<file path="src/rtl/if_fetch_ctrl.sv">
`default_nettype none
// ============================================================================
// Module   : if_fetch_ctrl
// Brief    : Fetch sequencer; single outstanding SRAM-like request, stale-response
//            discard, output buffer + skid. Optional macro: FETCH_PERF_CNT_EN.
// Revision : 1.0
// ============================================================================
module if_fetch_ctrl #(
   parameter logic [31:0] RESET_PC = 32'hBFC0_0000,
   parameter logic [31:0] PC_STEP  = 32'd4
) (
   input  logic        clk,
   input  logic        resetn,
   input  logic        stall_if,
   input  logic        flush,
   input  logic [31:0] flush_pc,
   input  logic        br_taken,
   input  logic [31:0] br_target,
   output logic        inst_req,
   output logic [31:0] inst_addr,
   input  logic        inst_addr_ok,
   input  logic        inst_data_ok,
   input  logic [31:0] inst_rdata,
   output logic        fetch_valid,
   output logic [31:0] fetch_pc,
   output logic [31:0] fetch_inst,
   output logic        fetch_available,
   output logic [31:0] perf_req_cnt,
   output logic [31:0] perf_drop_cnt
);

   localparam logic [1:0] S_IDLE = 2'd0;
   localparam logic [1:0] S_REQ  = 2'd1;
   localparam logic [1:0] S_WAIT = 2'd2;

   logic [1:0]  state_q, state_d;
   logic [31:0] pc_q, pc_d;
   logic [31:0] req_pc_q;
   logic        cancel_q, cancel_d;
   logic        fetch_valid_q;
   logic [31:0] fetch_pc_q;
   logic [31:0] fetch_inst_q;
   logic        skid_valid_q;
   logic [31:0] skid_pc_q;
   logic [31:0] skid_inst_q;
   logic        avail_q;

   logic        w_redirect;
   logic [31:0] w_redirect_pc;
   logic        w_issue_ok;
   logic        w_handshake;
   logic        w_resp;
   logic        w_drop;
   logic        w_capture;
   logic        w_room;
   logic        w_consume;

   assign w_redirect    = flush | br_taken;
   assign w_redirect_pc = flush ? flush_pc : br_target;
   assign w_room        = !fetch_valid_q || !stall_if;
   assign w_consume     = fetch_valid_q && !stall_if;
   assign w_issue_ok    = !skid_valid_q && w_room;
   assign w_handshake   = inst_req && inst_addr_ok;
   assign w_resp        = (state_q == S_WAIT) && inst_data_ok;
   // A response is stale if an earlier redirect marked it, or a redirect lands with it.
   assign w_drop        = w_resp && (cancel_q || w_redirect);
   assign w_capture     = w_resp && !w_drop;

   always_ff @(posedge clk) begin
      if (!resetn) begin
         state_q <= S_IDLE;
      end else begin
         state_q <= state_d;
      end
   end

   always_comb begin
      state_d = state_q;
      case (state_q)
         S_IDLE:  state_d = S_REQ;
         S_REQ:   if (w_handshake)  state_d = S_WAIT;
         S_WAIT:  if (inst_data_ok) state_d = S_REQ;
         default: state_d = S_IDLE;
      endcase
   end

   always_comb begin
      inst_req  = 1'b0;
      inst_addr = 32'd0;
      if ((state_q == S_REQ) && w_issue_ok) begin
         inst_req  = 1'b1;
         inst_addr = pc_q;
      end
   end

   always_comb begin
      pc_d = pc_q;
      if (w_capture) pc_d = req_pc_q + PC_STEP;
      if (w_redirect) pc_d = w_redirect_pc;
   end

   // Only one response can be in flight, so one cancel bit covers every redirect.
   always_comb begin
      cancel_d = cancel_q;
      if (w_resp) begin
         cancel_d = 1'b0;
      end else if (w_redirect && ((state_q == S_WAIT) || w_handshake)) begin
         cancel_d = 1'b1;
      end
   end

   always_ff @(posedge clk) begin
      if (!resetn) begin
         pc_q     <= RESET_PC;
         req_pc_q <= 32'd0;
         cancel_q <= 1'b0;
      end else begin
         pc_q     <= pc_d;
         cancel_q <= cancel_d;
         if (w_handshake) req_pc_q <= pc_q;
      end
   end

   always_ff @(posedge clk) begin
      if (!resetn) begin
         fetch_valid_q <= 1'b0;
         fetch_pc_q    <= 32'd0;
         fetch_inst_q  <= 32'd0;
         skid_valid_q  <= 1'b0;
         skid_pc_q     <= 32'd0;
         skid_inst_q   <= 32'd0;
         avail_q       <= 1'b0;
      end else begin
         avail_q <= w_capture;
         if (w_redirect) begin
            fetch_valid_q <= 1'b0;
            skid_valid_q  <= 1'b0;
         end else if (w_capture && w_room) begin
            fetch_valid_q <= 1'b1;
            fetch_pc_q    <= req_pc_q;
            fetch_inst_q  <= inst_rdata;
         end else if (w_capture) begin
            // Issue is blocked while the skid is full, so it is always empty here.
            skid_valid_q  <= 1'b1;
            skid_pc_q     <= req_pc_q;
            skid_inst_q   <= inst_rdata;
         end else if (w_consume) begin
            if (skid_valid_q) begin
               fetch_pc_q    <= skid_pc_q;
               fetch_inst_q  <= skid_inst_q;
               skid_valid_q  <= 1'b0;
            end else begin
               fetch_valid_q <= 1'b0;
            end
         end
      end
   end

   assign fetch_valid     = fetch_valid_q;
   assign fetch_pc        = fetch_pc_q;
   assign fetch_inst      = fetch_inst_q;
   assign fetch_available = avail_q;

`ifdef FETCH_PERF_CNT_EN
   logic [31:0] perf_req_q;
   logic [31:0] perf_drop_q;

   always_ff @(posedge clk) begin
      if (!resetn) begin
         perf_req_q  <= 32'd0;
         perf_drop_q <= 32'd0;
      end else begin
         if (w_handshake) perf_req_q  <= perf_req_q + 32'd1;
         if (w_drop)      perf_drop_q <= perf_drop_q + 32'd1;
      end
   end

   assign perf_req_cnt  = perf_req_q;
   assign perf_drop_cnt = perf_drop_q;
`else
   assign perf_req_cnt  = 32'd0;
   assign perf_drop_cnt = 32'd0;
`endif

endmodule
`default_nettype wire

</file>
<file path="config.mk">
export PLATFORM = sky130hd
export DESIGN_NAME = if_fetch_ctrl
export DESIGN_NICKNAME = d
export VERILOG_FILES = /design/src/rtl/if_fetch_ctrl.sv
export SDC_FILE = /design/constraint.sdc
export NUM_CORES = 1
export LEC_CHECK = 0
export ABC_AREA = 0
export BUFFER_PORTS_ARGS = -buffer_cell sky130_fd_sc_hd__buf_2
export CAP_MARGIN = 20
export CORE_MARGIN = 10
export CORE_UTILIZATION = 58
export CTS_BUF_LIST = sky130_fd_sc_hd__clkbuf_8
export CTS_CLUSTER_DIAMETER = 120
export CTS_CLUSTER_SIZE = 25
export DETAILED_ROUTE_END_ITERATION = 10
export GPL_TIMING_DRIVEN = 0
export PLACE_DENSITY = 0.93
export SLEW_MARGIN = 30
export SYNTH_ARGS = -nofsm -noshare
export SYNTH_HDL_FRONTEND = slang
export SYNTH_SLANG_ARGS = --single-unit
</file>
<file path="constraint.sdc">
create_clock -name clk -period 4.4 [get_ports clk]
set_input_delay 0.88 -clock clk [delete_from_list [all_inputs] [get_ports clk]]
set_output_delay 0.88 -clock clk [all_outputs]
set_load 0.1 [all_outputs]
</file>
==> results.sh <==
export IMPL_tritoncts_num_buffers=17
export IMPL_min_path_type="reg2reg"
export IMPL_layout_setup_ws_ps=386
export IMPL_slowest_stage="nor4b_2"
export IMPL_cp_arrival_ps=3130
export IMPL_critPathMaxStageDelay_ps=730
export IMPL_post_place_ws_ps=480
export IMPL_start_util=0.591
export IMPL_ys_types=58
export IMPL_first_iter_violations=1015
export IMPL_htreeDepth=4
export IMPL_final_nets=1605
export IMPL_status="finished, final reports clean"
export IMPL_io_pins=266
export IMPL_cts_resized=0
export IMPL_crit_chain="buf_2, and2_1, nor4b_2, clkbuf_1, and2_1, buf_2"
export IMPL_clk_path_buf_depth=2
export IMPL_gp_congestion=0.944
export IMPL_fin_cells=1728
export IMPL_clock_latency_ps=490
export IMPL_drv_slew=0
export IMPL_ir_drop_mv=0.240
export IMPL_r2r_slack_ps=1930
export IMPL_worst_path_buf_inv=3
export IMPL_antennaDiodeCount=0
export IMPL_drc=0
export IMPL_endpoint="inst_addr[13]"
export IMPL_syn_area_per_cell_um2=7.68
export IMPL_firstDrtPassIters=7
export IMPL_grt_antenna_before_repair=0
export IMPL_drive_gt1_frac=0.225
export IMPL_path_delay_family="simple AND/OR/NAND/NOR gates"
export IMPL_ant_nets=0
export IMPL_yosysWarnings=0
export IMPL_synth_edff_count=0
export IMPL_cts_tree="done"
export IMPL_synthCells=1218
export IMPL_async_reset_ff_frac=0
export IMPL_power_density_nw_per_um2=340
export IMPL_worst_r2r_endpoint="req_pc_q[30]"
export IMPL_relSlewSlack=0.429
export IMPL_grt_pass1_vias=9458
export IMPL_worstPathRequired_ps=3520
export IMPL_vias_per_cell=5.72
export IMPL_synth_seq_cells=198
export IMPL_io_buffers=201
export IMPL_clk_pin_slew_ps=90
export IMPL_dieHeight_um=147
export IMPL_max_cap_violations=0
export IMPL_die_x_um=147
export IMPL_finalCriticalPeriod_ps=4010
export IMPL_dp_hpwl_um=22900
export IMPL_worstMarginPinSlew_ps=855
export IMPL_reg2reg_depth=7
export IMPL_totalWireLength_um=30800
export IMPL_fin_skew_ps=10.2
export IMPL_ys_seq_area_frac=0.424
export IMPL_synth_flop_cell="dfxtp_1"
export IMPL_post_route_period_util=0.912
export IMPL_syn_cell_area_um2=9350
export IMPL_grt_pass1_wl_um=47400
export IMPL_crit_start="stall_if"
export IMPL_power_net_switching_mw=1.30
export IMPL_post_cts_buffers=0
export IMPL_path_depth=6
export IMPL_power_internal_mw=2.52
export IMPL_setup_viol=0
export IMPL_cts_root_buf="clkbuf_8"
export IMPL_grt_max_degree=17
export IMPL_vias=9885
export IMPL_r2r_start="fetch_valid"
export IMPL_grt_overflow=0
export IMPL_core_um2=15800
export IMPL_p_leak_nw=4.39
export IMPL_place_inst=1698
export IMPL_rsz0062_at_grt="false"
export IMPL_clock_power_share=0.302
export IMPL_fin_tns_setup_ps=0
export IMPL_crit_type="in2out"
export IMPL_clock_fmax_mhz=249
export IMPL_ctsHoldBuffers=0
export IMPL_area_delta_synth_final_pct=20.2
export IMPL_combPwrFrac=0.208
export IMPL_seqPwrFrac=0.490
export IMPL_endpoint_kind="output pin"
export IMPL_num_rows=46
export IMPL_cts_sinks=198
export IMPL_worst_setup_path_start_kind="input port"
export IMPL_finalHoldViolations=0
export IMPL_wl_per_cell_um=17.8
export IMPL_switching_share=0.340
export IMPL_die_area_um2=21600
export IMPL_track_usage=0.268
export IMPL_cp_max_fo=10
## power groups by stage
stage               logic (mW)  clock network [mW]  registers, mW
finish                   0.794                1.15           1.87
global route             0.827                1.21           1.88
CTS                      0.781                1.14           1.87
detailed placement       0.779                   0           1.91
global placement         0.772                   0           1.91
floorplan                0.599                   0           1.94
## synthesized netlist by cell type (2+ instances only)
cell	number	area share
a2111oi_2	2	0.0032
a211o_1	3	0.0028
a211oi_1	7	0.0056
a21oi_1	117	0.063
a221oi_1	8	0.0075
a222oi_1	4	0.0043
a22oi_1	3	0.0024
a311oi_1	64	0.060
a31oi_1	2	0.0013
and2_1	36	0.024
and4_1	4	0.0037
buf_1	4	0.0016
buf_2	28	0.015
buf_4	67	0.054
clkbuf_1	72	0.029
dfxtp_1	198	0.42
inv_1	7	0.0028
mux2i_1	6	0.0064
nand2_1	304	0.12
nand3_1	73	0.039
nand4_1	6	0.0040
nor2_1	89	0.036
nor2_2	2	0.0013
nor2b_1	4	0.0027
nor3_1	11	0.0059
nor4_1	4	0.0027
o2111ai_1	2	0.0019
o211ai_1	2	0.0016
o21ai_0	21	0.011
o21ai_1	2	0.0011
o221a_2	3	0.0036
o221ai_1	4	0.0037
o22ai_1	7	0.0047
o31a_1	3	0.0028
o31ai_1	3	0.0024
or2_2	2	0.0013
or3_1	2	0.0013
or4_1	3	0.0024
xnor2_1	15	0.014
xor2_1	6	0.0056
## tightest hold or removal path: stages, from the launching register on
cell     delay (ps)
dfxtp_1         320
nand2_1          50
a21oi_1          50
## sequential cells by signal (all words and copies together) (netlist names)
register,flops
fetch_inst,32
fetch_pc,32
pc_q,32
req_pc_q,32
skid_inst_q,32
skid_pc_q,32
state_q,2
cancel_q,1
fetch_available,1
fetch_valid,1
skid_valid_q,1
## metrics by stage
stage | area (um2) | hold WS (ps) | total power, mW | util
2_1_floorplan | 9590 | 435 | 2.53 | -
3_3_place_gp | 10900 | 442 | 2.68 | 0.686
3_5_place_dp | 10900 | 447 | 2.69 | 0.686
4_1_cts | 11200 | 460 | 3.79 | 0.710
5_1_grt | 11200 | 472 | 3.91 | 0.710
6_report | 11200 | 459 | 3.82 | 0.710
## layout make-up
cell class                 instances  area, um2
inverter                           7       26.3
multi-input combinational        904       4660
tap                              216        270
buffer                           172        940
fill                            1266       4590
clock inverter                    11        111
clock buffer                      19        262
sequential                       198       3960
timing repair buffer             201       1010
## routing by layer
metal	track usage	vias up	share of wire
met5	0	-	0
met4	0.148	0	0.052
met3	0.0854	126	0.11
met2	0.444	588	0.47
met1	0.301	4548	0.36
li1	-	4623	-
## how the worst min path moves through the flow
stage               cells after the start  slack (ps)         endpoint            start
floorplan                               2         440      req_pc_q[7]          pc_q[7]
global placement                        2         440  skid_inst_q[12]  skid_inst_q[12]
detailed placement                      2         450  skid_inst_q[15]  skid_inst_q[15]
CTS                                     2         460  skid_inst_q[15]  skid_inst_q[15]
global route                            2         470  skid_inst_q[12]  skid_inst_q[12]
finish                                  2         460  skid_inst_q[14]  skid_inst_q[14]
## cells in the final DEF, fill, tap and decap left out, types with 4 or more instances in the layout
master | synthesis | layout
a211oi_1 | 7 | 7
a21oi_1 | 117 | 117
a221oi_1 | 8 | 8
a222oi_1 | 4 | 4
a311oi_1 | 64 | 64
and2_1 | 36 | 36
and4_1 | 4 | 4
buf_1 | 4 | 4
buf_2 | 28 | 229
buf_4 | 67 | 67
clkbuf_1 | 72 | 72
clkbuf_8 | 0 | 19
clkinv_2 | 0 | 4
conb_1 | 1 | 64
dfxtp_1 | 198 | 198
inv_1 | 7 | 9
mux2i_1 | 6 | 6
nand2_1 | 304 | 304
nand3_1 | 73 | 73
nand4_1 | 6 | 6
nor2_1 | 89 | 89
nor2b_1 | 4 | 4
nor3_1 | 11 | 11
nor4_1 | 4 | 4
o21ai_0 | 21 | 21
o221ai_1 | 4 | 4
o22ai_1 | 7 | 7
xnor2_1 | 15 | 15
xor2_1 | 6 | 6
## cells by family after synthesis
kind of cell / synth area share
adders and majority gates: 0.00134
muxes: 0.00642
xor gates and xnor gates: 0.0197
AOI/OAI and AO/OA: 0.187
DFF: 0.424
and+or+nand+nor: 0.258
other: 0.000401
buffers and inverters: 0.103
Note: power is estimated with default switching activity, not from simulation.
